===== config.mk =====
export PLATFORM = sky130hd
export DESIGN_NAME = calc1_port_engine
export DESIGN_NICKNAME = d
export VERILOG_FILES = /design/src/rtl/calc1_port_engine.sv
export SDC_FILE = /design/constraint.sdc
export NUM_CORES = 1
export LEC_CHECK = 0
export ABC_AREA = 1
export CORE_UTILIZATION = 45
export CTS_CLUSTER_DIAMETER = 150
export CTS_CLUSTER_SIZE = 14
export DETAILED_ROUTE_END_ITERATION = 8
export PLACE_DENSITY = 0.67
export SLEW_MARGIN = 10
export SYNTH_ARGS = -nofsm -noshare
export SYNTH_HDL_FRONTEND = slang
export SYNTH_SLANG_ARGS = --single-unit

===== constraint.sdc =====
create_clock -name c_clk -period 4.1 [get_ports c_clk]
set_clock_uncertainty 0.2 [all_clocks]
set_input_delay 0.82 -clock c_clk [delete_from_list [all_inputs] [get_ports c_clk]]
set_output_delay 0.82 -clock c_clk [all_outputs]
set_load 0.05 [all_outputs]

===== src/rtl/calc1_port_engine.sv =====
// -----------------------------------------------------------------------------
// calc1_port_engine
//   Two-beat command port feeding a small arithmetic engine. A nonzero cmd_in
//   carries operand 1 on data_in; the next cycle carries operand 2. The
//   registered result is presented for exactly one cycle, three cycles after
//   the command cycle. One command can be in flight at a time.
//
// Ports
//   c_clk     in   clock, all state on rising edge
//   reset_n   in   asynchronous active-low reset
//   cmd_in    in   4-bit command (1 add, 2 sub, 5 shl, 6 shr, 0 no-op)
//   data_in   in   operand 1 in command cycle, operand 2 in following cycle
//   resp_out  out  0 none, 1 success, 2 overflow/underflow/invalid
//   data_out  out  result, nonzero only while resp_out = 1
//   busy      out  high while a command occupies OP2 or EXEC
//
// State | meaning
// IDLE  | waiting for a nonzero command
// OP2   | operand 1 held, capturing operand 2 (cmd_in ignored)
// EXEC  | computing result/response into registers (cmd_in ignored)
// RESP  | response visible; a nonzero cmd_in here starts the next command
// -----------------------------------------------------------------------------
module calc1_port_engine #(
    parameter int DATA_W = 32
) (
    input  logic              c_clk,
    input  logic              reset_n,
    input  logic [3:0]        cmd_in,
    input  logic [DATA_W-1:0] data_in,
    output logic [1:0]        resp_out,
    output logic [DATA_W-1:0] data_out,
    output logic              busy
);

    localparam int SHAMT_W = $clog2(DATA_W);

    localparam logic [1:0] RESP_OK  = 2'd1;
    localparam logic [1:0] RESP_ERR = 2'd2;

    localparam logic [3:0] CMD_ADD = 4'd1;
    localparam logic [3:0] CMD_SUB = 4'd2;
    localparam logic [3:0] CMD_SHL = 4'd5;
    localparam logic [3:0] CMD_SHR = 4'd6;

    typedef enum logic [1:0] {
        IDLE = 2'd0,
        OP2  = 2'd1,
        EXEC = 2'd2,
        RESP = 2'd3
    } state_t;

    state_t            state_q, state_d;
    logic [3:0]        cmd_q, cmd_d;
    logic [DATA_W-1:0] op1_q, op1_d;
    logic [DATA_W-1:0] op2_q, op2_d;
    logic [1:0]        resp_q, resp_d;
    logic [DATA_W-1:0] res_q, res_d;

    logic [DATA_W:0]   sum;
    logic [SHAMT_W-1:0] shamt;
    logic [1:0]        exec_resp;
    logic [DATA_W-1:0] exec_res;

    always_ff @(posedge c_clk or negedge reset_n) begin
        if (!reset_n) begin
            state_q <= IDLE;
            cmd_q   <= '0;
            op1_q   <= '0;
            op2_q   <= '0;
            resp_q  <= '0;
            res_q   <= '0;
        end else begin
            state_q <= state_d;
            cmd_q   <= cmd_d;
            op1_q   <= op1_d;
            op2_q   <= op2_d;
            resp_q  <= resp_d;
            res_q   <= res_d;
        end
    end

    // Datapath: error responses always carry a zero result.
    always_comb begin
        sum       = {1'b0, op1_q} + {1'b0, op2_q};
        shamt     = op2_q[SHAMT_W-1:0];
        exec_resp = RESP_ERR;
        exec_res  = '0;
        case (cmd_q)
            CMD_ADD: begin
                if (!sum[DATA_W]) begin
                    exec_resp = RESP_OK;
                    exec_res  = sum[DATA_W-1:0];
                end
            end
            CMD_SUB: begin
                if (op2_q <= op1_q) begin
                    exec_resp = RESP_OK;
                    exec_res  = op1_q - op2_q;
                end
            end
            CMD_SHL: begin
                exec_resp = RESP_OK;
                exec_res  = op1_q << shamt;
            end
            CMD_SHR: begin
                exec_resp = RESP_OK;
                exec_res  = op1_q >> shamt;
            end
            default: begin
                exec_resp = RESP_ERR;
                exec_res  = '0;
            end
        endcase
    end

    always_comb begin
        state_d = state_q;
        cmd_d   = cmd_q;
        op1_d   = op1_q;
        op2_d   = op2_q;
        resp_d  = resp_q;
        res_d   = res_q;
        case (state_q)
            IDLE: begin
                if (cmd_in != 4'd0) begin
                    cmd_d   = cmd_in;
                    op1_d   = data_in;
                    state_d = OP2;
                end
            end
            OP2: begin
                op2_d   = data_in;
                state_d = EXEC;
            end
            EXEC: begin
                resp_d  = exec_resp;
                res_d   = exec_res;
                state_d = RESP;
            end
            RESP: begin
                if (cmd_in != 4'd0) begin
                    cmd_d   = cmd_in;
                    op1_d   = data_in;
                    state_d = OP2;
                end else begin
                    state_d = IDLE;
                end
            end
            default: state_d = IDLE;
        endcase
    end

    // Outputs decode from the state register so reset clears them at once.
    assign resp_out = (state_q == RESP) ? resp_q : 2'd0;
    assign data_out = (state_q == RESP) ? res_q : '0;
    assign busy     = (state_q == OP2) || (state_q == EXEC);

endmodule


==> run_summary.xml, run 1 <==
<?xml version="1.0" encoding="UTF-8"?>
<metrics>
  <group name="sta">
    <metric name="fmaxAchievable" unit="MHz">275</metric>
    <metric name="layout_setup_ws" unit="ps">461</metric>
    <metric name="tightestPinTransition" unit="ps">1060</metric>
    <metric name="post-route-period-util" unit="%">88.7</metric>
    <metric name="fin_setup_tns" unit="ps">0</metric>
    <metric name="finalCriticalPeriod" unit="ps">3640</metric>
    <metric name="grt_setup_unrepaired" unit="">false</metric>
    <metric name="final-hold-violation-count" unit="">0</metric>
    <metric name="finalSetupViolations" unit="">0</metric>
    <metric name="pins_over_slew_limit" unit="">0</metric>
    <metric name="slew-limit-headroom" unit="%">28.7</metric>
  </group>
  <group name="global_route">
    <metric name="grt_remaining_overflow" unit="">0</metric>
    <metric name="grt.total_usage" unit="%">37.9</metric>
    <metric name="grt_pass1_vias" unit="">14123</metric>
    <metric name="antenna_violations_before_repair" unit="">1</metric>
    <metric name="first_pass_grt_wire_length" unit="µm">86000</metric>
    <metric name="largest_net_degree_at_the_start_of_global_routing" unit="">91</metric>
  </group>
  <group name="final_layout">
    <metric name="stdcell_area" unit="µm²">14500</metric>
    <metric name="mostFrequentLayoutCell" unit="">nand2_1</metric>
    <metric name="register_area" unit="µm²">2610</metric>
    <metric name="nets" unit="">2494</metric>
    <metric name="post_route_cells_drive_above_1_share" unit="%">5.99</metric>
    <metric name="layout.filler_cells" unit="">3245</metric>
    <metric name="multi_input_comb_area" unit="µm²">8760</metric>
    <metric name="fin_util" unit="%">50.3</metric>
    <metric name="leading_cell_types_in_the_layout_fill_and_taps_excluded" unit="">810 x nand2_1, 359 x inv_1, 340 x nand3_1, 245 x nor2_1, 102 x dfrtp_1</metric>
    <metric name="syn2layout_area_growth" unit="%">9.46</metric>
  </group>
  <group name="setup_path">
    <metric name="total_buffers_and_inverters_traversed_by_the_critical_path" unit="">3</metric>
    <metric name="cpLargestDelayFamily" unit="">buffers and inverters</metric>
    <metric name="crit_path_cell_trace" unit="">ha_1 -&gt; buf_4 -&gt; nand2_1 -&gt; inv_1 -&gt; clkdlybuf4s50_1</metric>
    <metric name="crit_path_end_kind" unit="">output port</metric>
    <metric name="timing.critical_path.slowest_stage_cell" unit="">clkdlybuf4s50_1</metric>
    <metric name="cp-start-kind" unit="">flop</metric>
    <metric name="crit_type" unit="">reg -&gt; out</metric>
    <metric name="worst-path-max-fanout" unit="">24</metric>
    <metric name="timing.critical_path.required" unit="ps">3080</metric>
    <metric name="max_stage_delay" unit="ps">800</metric>
    <metric name="worstPathArrival" unit="ps">2620</metric>
  </group>
  <group name="routing">
    <metric name="drt-initial-drc-count" unit="">1724</metric>
    <metric name="vias_after_detailed_routing" unit="">15141</metric>
    <metric name="drt_pre_antenna_iters" unit="">6</metric>
    <metric name="drt-total-wl" unit="µm">56800</metric>
    <metric name="detail-route-antenna-nets" unit="">0</metric>
    <metric name="drcViolationCount" unit="">0</metric>
    <metric name="wire_per_inst" unit="µm">20.5</metric>
    <metric name="avgViaCountPerCell" unit="">5.46</metric>
  </group>
  <group name="floorplanning">
    <metric name="rows" unit="">62</metric>
    <metric name="die_w" unit="µm">174</metric>
    <metric name="core_region_area" unit="µm²">28900</metric>
    <metric name="design.portCount" unit="">73</metric>
    <metric name="die_y" unit="µm">174</metric>
    <metric name="dieArea" unit="µm²">30100</metric>
    <metric name="initial_core_util" unit="%">45.9</metric>
  </group>
  <group name="cts">
    <metric name="cts_tree" unit="">built</metric>
    <metric name="clock_latency" unit="ps">400</metric>
    <metric name="cts-hold-fix-buffers" unit="">0</metric>
    <metric name="cts_bufs_inserted" unit="">9</metric>
    <metric name="h-tree-depth" unit="">3</metric>
    <metric name="cts.repair.resized" unit="">0</metric>
    <metric name="cts_max_path_buffers" unit="">2</metric>
    <metric name="cts.sink_count" unit="">104</metric>
    <metric name="post_cts_buffers" unit="">0</metric>
    <metric name="cts_root_buf" unit="">clkbuf_16</metric>
    <metric name="cts.clk_slew.worst_paths" unit="ps">70</metric>
  </group>
  <group name="synthesis">
    <metric name="postSynthCellCount" unit="">2380</metric>
    <metric name="synth.yosys.seq_area_share" unit="%">19.6</metric>
    <metric name="mappedNetlistNets" unit="">2489</metric>
    <metric name="netlist_top_cells_area" unit="">nand2_1 23%, dfrtp_1 20%, nand3_1 13%</metric>
    <metric name="post_synth_instance_area" unit="µm²">13300</metric>
    <metric name="syn_avg_cell_area" unit="µm²">5.57</metric>
    <metric name="ys_types" unit="">39</metric>
    <metric name="register_bit_total_from_synthesis" unit="">104</metric>
    <metric name="yosys.area.top_type" unit="">nand2_1</metric>
    <metric name="yosysWarningCount" unit="">0</metric>
    <metric name="synth_largest_type_area_fraction" unit="%">23.0</metric>
  </group>
  <group name="place">
    <metric name="dp_hpwl" unit="µm">45500</metric>
    <metric name="place.port_buffers" unit="">72</metric>
    <metric name="pre_cts_slack" unit="ps">881</metric>
    <metric name="routabilityCongestion" unit="">1.01</metric>
    <metric name="placed_inst_area" unit="µm²">14200</metric>
  </group>
  <group name="job">
    <metric name="max_cap_violations" unit="">0</metric>
  </group>
  <group name="worst_hold_path">
    <metric name="min_path_type" unit="">reg -&gt; reg</metric>
  </group>
  <group name="run_status">
    <metric name="status" unit="">finished clean</metric>
  </group>
</metrics>
-- cells in the mapped netlist --
| master | instances |
|---|---|
| xor2_1 | 24 |
| and2_1 | 22 |
| nor3_1 | 9 |
| clkinv_1 | 3 |
| and3_1 | 4 |
| nor2_1 | 245 |
| nand4_1 | 28 |
| inv_2 | 11 |
| o21ai_1 | 3 |
| buf_1 | 18 |
| a21oi_2 | 2 |
| clkbuf_1 | 39 |
| nor2_4 | 2 |
| nand2_4 | 1 |
| dfrtp_1 | 104 |
| buf_2 | 40 |
| nand2_1 | 811 |
| buf_4 | 5 |
| buf_8 | 1 |
| clkbuf_2 | 2 |
| nor3_2 | 2 |
| inv_1 | 361 |
| o22ai_1 | 1 |
| nand3_1 | 340 |
| mux2_2 | 30 |
| buf_6 | 1 |
| o21bai_1 | 5 |
| a31oi_1 | 5 |
| nand3b_1 | 5 |
| nand2_2 | 7 |
| nand3_2 | 7 |
| nor2_2 | 7 |
| or2_2 | 24 |
| o211ai_1 | 15 |
| a21oi_1 | 63 |
| ha_1 | 69 |
| fa_1 | 2 |
| a21oi_4 | 1 |
| o21ai_0 | 61 |
-- worst reg2reg max path, delay by kind of cell (launching register included) --
kind	cells	cell delay [ps]
AND/OR/NAND/NOR	13	1930
flip-flops	1	430
adder cells (fa/ha/maj)	1	400
buffers and inverters	2	220
-- per-stage QoR --
| step | hold WS [ps] | cells |
|---|---|---|
| floorplan | 249 | 2380 |
| global placement | 266 | 2757 |
| detailed placement | 275 | 2757 |
| finish | 295 | 2774 |
| CTS | 295 | 2772 |
| global route | 326 | 2773 |
-- logic make-up (layout without fill, tap and decap cells) --
family | count (synthesis) | after routing | synth area share (%)
buffers and inverters | 481 | 490 | 14.3
flip-flops | 104 | 104 | 19.6
XOR/XNOR | 24 | 24 | 1.59
adder cells (fa/ha/maj) | 71 | 71 | 6.82
multiplexers | 30 | 30 | 2.55
AO/OA/AOI/OAI | 156 | 156 | 6.47
AND/OR/NAND/NOR | 1514 | 1514 | 48.6
other | 0 | 1 | 0
-- layout make-up --
cell class                      count  share of cell area [%]
Inverter                          375                    9.70
Clock inverter                      5                   0.448
Clock buffer                       10                    1.58
Antenna cell                        1                  0.0172
Multi-Input combinational cell   1795                    60.4
Tap cell                          384                    3.31
Timing Repair Buffer              100                    6.60
Sequential cell                   104                    18.0
-- sequential cells by signal, indices dropped and copies added (netlist names) --
signal,count
cmd_q,4
op2_q,32
res_q,32
state_q,2
resp_q,2
op1_q,32
-- metal layers --
layer  GRT usage [%]  up-vias  routed length (µm)
met3            6.80      114                4850
met1            52.3     6942               25200
li1                -     7400                   -
met2            57.7      683               24100
met4            16.8        2                2560
met5               0        -                  11
-- worst paths after layout --
check	cells after the start	to	slack, ps	from
worst min-delay path	2	resp_q[0]$_DFFE_PN0N_	300	resp_q[0]$_DFFE_PN0N_
worst max register to register	16	res_q[23]$_DFFE_PN0N_	810	op2_q[4]$_DFFE_PN0N_
min in group asynchronous	1	op1_q[11]$_DFFE_PN0P_	330	reset_n
worst min register to register	2	resp_q[0]$_DFFE_PN0N_	300	resp_q[0]$_DFFE_PN0N_
worst max-delay path	5	data_out[29]	460	state_q[1]$_DFFE_PN0P_
max in group asynchronous	2	op2_q[1]$_DFFE_PN0N_	2550	reset_n
Power of run 1 is left out: the tool's default activity adds up to more than one toggle a clock period on the data nets, which glitch-free logic cannot reach.
==> run 2: changes to the inputs <==
Settings changed: SETUP_SLACK_MARGIN set to 0.3.
==> results of run 2 <==
The final DEF is identical to that of run 1; final timing and power are the same.
Power of run 2 is left out for the same reason.
